===== src/rtl/sound_pkg.sv =====
// Shared types and constants for the sound channel blocks.
package sound_pkg;

  localparam int FREQ_W   = 11;
  localparam int PERIOD_W = 17;
  localparam logic [FREQ_W:0] FREQ_MAX = 12'd2047;

  typedef enum logic [2:0] {
    IDLE,
    RUN,
    CALC,
    CHECK,
    DISABLED
  } sweep_state_t;

  // Timer period for a frequency register value: (2048 - f) * 4, zero-extended.
  function automatic logic [PERIOD_W-1:0] calc_period(input logic [FREQ_W-1:0] f);
    logic [FREQ_W:0] diff;
    diff = 12'd2048 - {1'b0, f};
    return {{(PERIOD_W - FREQ_W - 3){1'b0}}, diff, 2'b00};
  endfunction

  function automatic logic [3:0] timer_reload(input logic [2:0] p);
    return (p == 3'd0) ? 4'd8 : {1'b0, p};
  endfunction

endpackage


===== src/rtl/sweep_calc.sv =====
// Combinational sweep step: new frequency = shadow +/- (shadow >> shift), 12-bit result.
module sweep_calc
  import sound_pkg::*;
(
  input  logic [FREQ_W-1:0] i_shadow,
  input  logic [2:0]        i_shift,
  input  logic              i_negate,
  output logic [FREQ_W:0]   o_new_freq
);

  logic [FREQ_W-1:0] w_delta;

  assign w_delta    = i_shadow >> i_shift;
  // delta never exceeds shadow, so the subtract cannot wrap.
  assign o_new_freq = i_negate ? ({1'b0, i_shadow} - {1'b0, w_delta})
                               : ({1'b0, i_shadow} + {1'b0, w_delta});

endmodule


===== src/rtl/sweep_controller.sv =====
// Frequency sweep controller for a square channel.
// Optional SWEEP_INIT_CHECK_EN: overflow-only check right after a trigger with nonzero shift.
module sweep_controller
  import sound_pkg::*;
(
  input  logic                clock,
  input  logic                reset,
  input  logic                trigger,
  input  logic [FREQ_W-1:0]   freq_in,
  input  logic [2:0]          sweep_period,
  input  logic                sweep_negate,
  input  logic [2:0]          sweep_shift,
  input  logic                sweep_tick,
  output logic [PERIOD_W-1:0] period_out,
  output logic                period_update,
  output logic                channel_disable
);

  sweep_state_t        r_state, w_state_next;
  logic [FREQ_W-1:0]   r_shadow, w_shadow_next;
  logic [3:0]          r_timer, w_timer_next;
  logic                r_enabled, w_enabled_next;
  logic [PERIOD_W-1:0] r_period, w_period_next;
  logic                r_update, w_update_next;
  logic                r_disable, w_disable_next;
  logic [FREQ_W:0]     r_new_freq, w_new_freq_next;
  logic                r_load, w_load_next;
  logic                r_init, w_init_next;
  logic [FREQ_W:0]     w_calc;

  sweep_calc u_calc (
    .i_shadow   (r_shadow),
    .i_shift    (sweep_shift),
    .i_negate   (sweep_negate),
    .o_new_freq (w_calc)
  );

  always_ff @(posedge clock or posedge reset) begin
    if (reset) begin
      r_state    <= IDLE;
      r_shadow   <= '0;
      r_timer    <= '0;
      r_enabled  <= 1'b0;
      r_period   <= '0;
      r_update   <= 1'b0;
      r_disable  <= 1'b0;
      r_new_freq <= '0;
      r_load     <= 1'b0;
      r_init     <= 1'b0;
    end else begin
      r_state    <= w_state_next;
      r_shadow   <= w_shadow_next;
      r_timer    <= w_timer_next;
      r_enabled  <= w_enabled_next;
      r_period   <= w_period_next;
      r_update   <= w_update_next;
      r_disable  <= w_disable_next;
      r_new_freq <= w_new_freq_next;
      r_load     <= w_load_next;
      r_init     <= w_init_next;
    end
  end

  always_comb begin
    w_state_next    = r_state;
    w_shadow_next   = r_shadow;
    w_timer_next    = r_timer;
    w_enabled_next  = r_enabled;
    w_period_next   = r_period;
    w_update_next   = 1'b0;
    w_disable_next  = r_disable;
    w_new_freq_next = r_new_freq;
    w_load_next     = 1'b0;
    w_init_next     = r_init;

    if (trigger) begin
      w_shadow_next  = freq_in;
      w_timer_next   = timer_reload(sweep_period);
      w_enabled_next = (sweep_period != 3'd0) || (sweep_shift != 3'd0);
      w_disable_next = 1'b0;
      w_state_next   = RUN;
      w_load_next    = 1'b1;
`ifdef SWEEP_INIT_CHECK_EN
      w_init_next    = (sweep_shift != 3'd0);
`else
      w_init_next    = 1'b0;
`endif
    end else begin
      // Period from a fresh trigger is published one edge after the shadow load.
      if (r_load) begin
        w_period_next = calc_period(r_shadow);
        w_update_next = 1'b1;
      end
      case (r_state)
        RUN: begin
          if (r_init) begin
            w_state_next = CALC;
          end else if (sweep_tick) begin
            if (r_timer == 4'd1) begin
              w_timer_next = timer_reload(sweep_period);
              if (r_enabled && (sweep_period != 3'd0))
                w_state_next = CALC;
            end else begin
              w_timer_next = r_timer - 4'd1;
            end
          end
        end
        CALC: begin
          w_new_freq_next = w_calc;
          w_state_next    = CHECK;
        end
        CHECK: begin
          w_init_next = 1'b0;
          if (r_new_freq > FREQ_MAX) begin
            w_state_next   = DISABLED;
            w_disable_next = 1'b1;
          end else begin
            w_state_next = RUN;
            if (!r_init && (sweep_shift != 3'd0)) begin
              w_shadow_next = r_new_freq[FREQ_W-1:0];
              w_period_next = calc_period(r_new_freq[FREQ_W-1:0]);
              w_update_next = 1'b1;
            end
          end
        end
        default: ;
      endcase
    end
  end

  assign period_out      = r_period;
  assign period_update   = r_update;
  assign channel_disable = r_disable;

endmodule


===== config.mk =====
export PLATFORM = sky130hd
export DESIGN_NAME = sweep_controller
export DESIGN_NICKNAME = d
export VERILOG_FILES = /design/src/rtl/sound_pkg.sv /design/src/rtl/sweep_calc.sv /design/src/rtl/sweep_controller.sv
export SDC_FILE = /design/constraint.sdc
export NUM_CORES = 1
export LEC_CHECK = 0
export ABC_CLOCK_PERIOD_IN_PS = 4400
export BUFFER_PORTS_ARGS = -buffer_cell sky130_fd_sc_hd__buf_2
export CAP_MARGIN = 20
export CELL_PAD_IN_SITES_DETAIL_PLACEMENT = 1
export CELL_PAD_IN_SITES_GLOBAL_PLACEMENT = 2
export CORE_MARGIN = 4
export CORE_UTILIZATION = 37
export DETAILED_ROUTE_END_ITERATION = 10
export PLACE_DENSITY = 0.89
export SYNTH_ARGS = -nofsm -noshare
export SYNTH_HDL_FRONTEND = slang
export SYNTH_HIERARCHICAL = 1
export SYNTH_SLANG_ARGS = --single-unit
export TNS_END_PERCENT = 10

===== constraint.sdc =====
create_clock -name clock -period 4.4 [get_ports clock]
set_input_delay 1.1 -clock clock [delete_from_list [all_inputs] [get_ports clock]]
set_output_delay 1.1 -clock clock [all_outputs]
set_load 0.1 [all_outputs]

-- Word-level counts from Yosys, hierarchy flattened
Index checks and enable logic that the tools add are counted.
W data, S select, Z words.
- multiplexer cells: 33
- order comparisons: 1
- reductions and logical operators: 18
- $add $sub $neg: 5
- eq/ne operators: 9
- shift operators: 1
- bitwise logic cells: 1
- operators by type and width (cell ; number):
    $mux W17 ; 4
    $mux W11 ; 4
    $mux W4 ; 6
    $sub A12 B11 Y12 const A ; 2
    $mux W3 ; 6
    $add A11 B11 Y12 ; 1
    $gt A12 B11 Y1 const B ; 1
    $mux W12 ; 1
    $ne A4 B4 Y1 const B ; 3
    $sub A11 B11 Y12 ; 1
    $mux W1 ; 11
    $shr A11 B3 Y11 ; 1
    $reduce_bool A2 Y1 ; 5
    $pmux W3 S3 ; 1
    $eq A3 B2 Y1 const B ; 2
    $reduce_and A3 Y1 ; 2
    $reduce_bool A3 Y1 ; 2
    $eq A4 B1 Y1 const B ; 1
    $ne A2 B2 Y1 const B ; 2
    $reduce_and A2 Y1 ; 2
    $reduce_and A4 Y1 ; 1
    $reduce_bool A4 Y1 ; 1
    $sub A4 B1 Y4 const B ; 1
    $eq A3 B1 Y1 const B ; 1
    5 further kinds ; 6
- input bits: 22
- logic and storage cells: 78
- bits in registers: 52
- output and inout port bits: 19

-- Longest topological paths before layout
- depth after elaboration: 8
- depth in mapped cells: 18
- gate-level depth less buffers: 17

-- By module
Netlist, hierarchy kept.
- modules (own cells, without submodules) (module ; area an instance (sq um) ; cells each ; times used):
    sweep_controller ; 2617.5 ; 257 ; 1
    sweep_calc ; 1219.9 ; 179 ; 1

-- Worst setup path before layout
OpenSTA, ideal clock, no wires.
- path kind: input -> register
- start point: input sweep_shift[0]
- end point: register r_new_freq[11]
- stages on the path: 16
- arrival time: 4559 ps
- library setup time: 125 ps
- slack: -284 ps
- cells stage by stage: buf_6 buf_4 mux2_2 a21oi_1 mux2_2 ha_1 o21ai_0 ha_1 nor2b_1 o31a_1 nor4_2 o21bai_1 a31o_1 or4_1 and4_1 mux2_2
- cells in the longest elaborated chain, start to end: 3
- RTL lines (element ; line ; text):
    start, declared ; sweep_controller.sv:12 ; input logic [2:0] sweep_shift,
    $shr A11 B3 Y11 * ; sweep_calc.sv:13 ; assign w_delta = i_shadow >> i_shift;
    $add A11 B11 Y12 / $sub A11 B11 Y12 (equally long branches) ; sweep_calc.sv:16, sweep_calc.sv:15 ;
    $mux W12 * ; sweep_calc.sv:15 ; assign o_new_freq = i_negate ? ({1'b0, i_shadow} - {1'b0, w_delta})
    net w_calc[11] ; sweep_controller.sv:29 ; logic [FREQ_W:0] w_calc;
    end signal, assigned ; sweep_controller.sv:58 ; r_new_freq <= w_new_freq_next;
    end, declared ; sweep_controller.sv:26 ; logic [FREQ_W:0] r_new_freq, w_new_freq_next;
Mark *: on every way through the listed nets, which the timed path passes. The rest lies on a longest branch.
A chain may end at the register's enable or synchronous reset.

-- Worst setup path in the final report
Same ends and word-level chain as after synthesis.

==> results.py <==
metrics = {
    "routing": {
        "routed_wl_um": 11600,
        "drt_pass1_iterations": 4,
        "drc": 0,
        "antenna_left": 0,
        "via_per_inst": 5.56,
        "wl_per_cell_um": 17.3,
        "vias": 3729,
        "drt_iter0_drc": 102,
    },
    "critical_path": {
        "critical_path_class": "in -> reg",
        "r2r_slack_ps": 490,
        "cp_cell_sequence": "buf_8 -> and2b_2 -> a21oi_2 -> mux2_4 -> mux2_4 -> ha_4 -> o21ai_4 -> ha_1 -> nor2b_1 -> o31a_1 -> nor4_2 -> o21bai_1 -> a31o_1 -> or4_1 -> and4_1 -> mux2_2",
        "cp.arrival_ps": 4510,
        "cp_common_cell": "mux2_4",
        "cp.buffers_inverters": 1,
        "worstSetupStartpointType": "primary input",
        "critPathRequiredTime_ps": 4590,
        "path_delay_family": "simple AND/OR/NAND/NOR gates",
        "critical-path-slowest-cell": "or4_1",
        "slowest_delay_ps": 410,
        "cp_max_fo": 11,
        "end_kind": "flip-flop",
    },
    "global_routing": {
        "grt_pass1_wl_um": 18800,
        "grt_max_degree": 52,
        "grt_pass1_vias": 3812,
        "grt_overflow_total": 0,
        "grt_antenna_before_repair": 0,
        "grtUsageTotal_pct": 19.4,
    },
    "synth": {
        "yosys_warnings": 6,
        "synth_area_um2": 3840,
        "synth.mux.area_fraction_pct": 9.26,
        "seq_area_frac_synth_pct": 33.3,
        "synth_cell_types": 74,
        "synth_top_family_by_area": "simple AND/OR/NAND/NOR gates",
        "syn_nets": 475,
        "ys_ff_latch": 51,
        "synthFlopType": "dfrtp_1",
        "synth_cells": 436,
        "synth_simple_gate_area_share_pct": 20.5,
        "synthAdderAreaFrac_pct": 5.74,
        "synthXorXnorAreaFrac_pct": 6.16,
        "syn_avg_cell_area_um2": 8.80,
        "synth_compound_gate_area_share_pct": 20.4,
        "yosysTopAreaCell": "dfrtp_1",
        "synth_edf_count": 0,
        "yosys-top-cells-area": "dfrtp_1, ha_1, mux2_2",
        "synthArstFlopShare_pct": 100,
        "synth_top_area_share_pct": 33.3,
    },
    "sta": {
        "fmax_mhz": 232,
        "setup_violations": 0,
        "relSlewSlack_pct": 35.0,
        "min_period_ps": 4310,
        "finClkSkew_ps": 7.53,
        "final_hold_viol_count": 0,
        "tightest_slew_ps": 974,
        "period_share_pct": 98.0,
        "drv_slew": 0,
        "whs_ps": 484,
    },
    "place": {
        "place_congestion": 0.871,
        "dp.cells": 657,
        "hpwl_um": 8940,
        "io_buffer_count": 40,
    },
    "run_status": {
        "status": "complete, no violations",
    },
    "clock_tree": {
        "insertion_delay_ps": 300,
        "cts.htree.levels": 2,
        "cts_hold_buffers": 0,
        "cts_tree": "done",
        "clock_sinks": 51,
        "ctsRootBufferMaster": "clkbuf_8",
        "numCtsBuffers": 5,
        "cts_buffer_depth": 2,
        "path_clk_slew_ps": 90,
    },
    "power": {
        "share_comb_of_total_power_pct": 52.3,
        "p_switching_w": 0.000967,
        "power.density_nw_per_um2": 452,
        "ir_worst_vdd_mv": 0.245,
        "clkPwrFrac_pct": 15.2,
        "p_int_w": 0.00126,
        "p_sw_share_pct": 43.5,
        "leakage_nw": 2.21,
        "p_seq_share_pct": 32.5,
    },
    "floorplan": {
        "initial_core_util_pct": 38.5,
        "fp-row-count": 36,
        "die-area_um2": 12100,
        "die_w_um": 110,
        "die_h_um": 110,
        "core_area_um2": 9950,
        "io_pins": 41,
    },
    "final_layout": {
        "syn2layout_area_growth_pct": 28.3,
        "n_fill_cell": 1169,
        "diodes": 0,
        "fin_cells": 671,
        "nets": 576,
        "drive_gt1_share_pct": 32.7,
    },
    "job": {
        "cap_violations": 0,
    },
    "worst_hold_path": {
        "hold_class": "reg -> reg",
    },
}
## cells in the final DEF (no fill, tap or decap), drive strengths merged, types with 4 or more instances in the layout
master	count
o211ai	5
nand2	41
inv	25
a31oi	4
nor2	27
and2	7
ha	16
xor2	13
o21ai	35
a21o	5
mux2i	16
nor3	20
dfrtp	51
o21a	5
or3	6
a22oi	4
nor4	6
a21oi	29
mux2	17
nand3	9
buf	110
nand2b	4
xnor2	14
or4	5
clkbuf	6
## metrics by stage
stage	area, um2	setup TNS (ps)	power [W]	utilization [%]	worst slack [ps]
4_1_cts	4760	0	0.00218	47.8	15.5
2_1_floorplan	3880	-61.8	0.00147	-	-61.8
3_5_place_dp	4640	-807	0.00183	46.6	-304
3_3_place_gp	4640	-440	0.00178	46.6	-219
5_1_grt	4920	-15.1	0.00237	49.5	-15.1
6_report	4920	0	0.00222	49.5	86.2
## cells in the mapped netlist (7+ instances only)
library cell   n
a21oi_1       29
and2_1         7
clkbuf_1       7
dfrtp_1       51
ha_1          16
inv_1         24
mux2_2        17
mux2i_1       15
nand2_1       40
nand3_1        9
nor2_1        25
nor3_1        19
o21ai_0       33
xnor2_1       14
xor2_1        13
## per-layer routing
layer / global-route usage (%) / routed length [um]
met1: 25.2 / 5230
met2: 33.4 / 5750
met3: 2.29 / 368
met4: 6.14 / 271
met5: 0 / 0
## cells by family after synthesis
family / Yosys count
DFF: 51
AOI/OAI and AO/OA: 120
muxes: 33
xor gates and xnor gates: 27
and+or+nand+nor: 147
adders and majority gates: 17
buffers and inverters: 41
## layout make-up
type,count,area [um2],area share (%)
clock buffers,6,82.6,1.68
clock inverters,2,35.0,0.712
inverters,25,93.8,1.91
multi-input cells,344,2510,51.1
flip-flops and latches,51,1280,25.9
well taps,133,166,3.38
repair buffers,110,756,15.3
## power by group through the flow
stage                     sequential, W  clock (W)  combinational, W
after detailed placement       0.000725          0           0.00111
after global placement         0.000715          0           0.00107
after global routing           0.000740   0.000364           0.00127
final                          0.000723   0.000338           0.00116
after floorplan                0.000884          0          0.000591
after CTS                      0.000716   0.000343           0.00112
## worst paths after layout
check / start / end / cells past startpoint
worst max-delay path: sweep_shift[0] / r_new_freq[11] / 16
worst min-delay path: period_out[15] / period_out[15] / 1
worst max register to register: r_shadow[6] / r_new_freq[11] / 14
worst min register to register: period_out[15] / period_out[15] / 1
max in group asynchronous: reset / r_shadow[2] / 3
min in group asynchronous: reset / period_out[5] / 2
## what timing repair did
action | in CTS | in global routing
resized for setup | 0 | 29
buffers inserted | 0 | 5
endpoints found under the setup margin | 0 | 3
## sequential cells by signal (all words and copies together), names as in the netlist
| name | count |
|---|---|
| period_out | 17 |
| r_new_freq | 12 |
| r_shadow | 11 |
| r_timer | 4 |
| r_state | 3 |
| channel_disable | 1 |
| period_update | 1 |
| r_enabled | 1 |
| r_load | 1 |
Note: power is estimated with default switching activity, not from simulation.
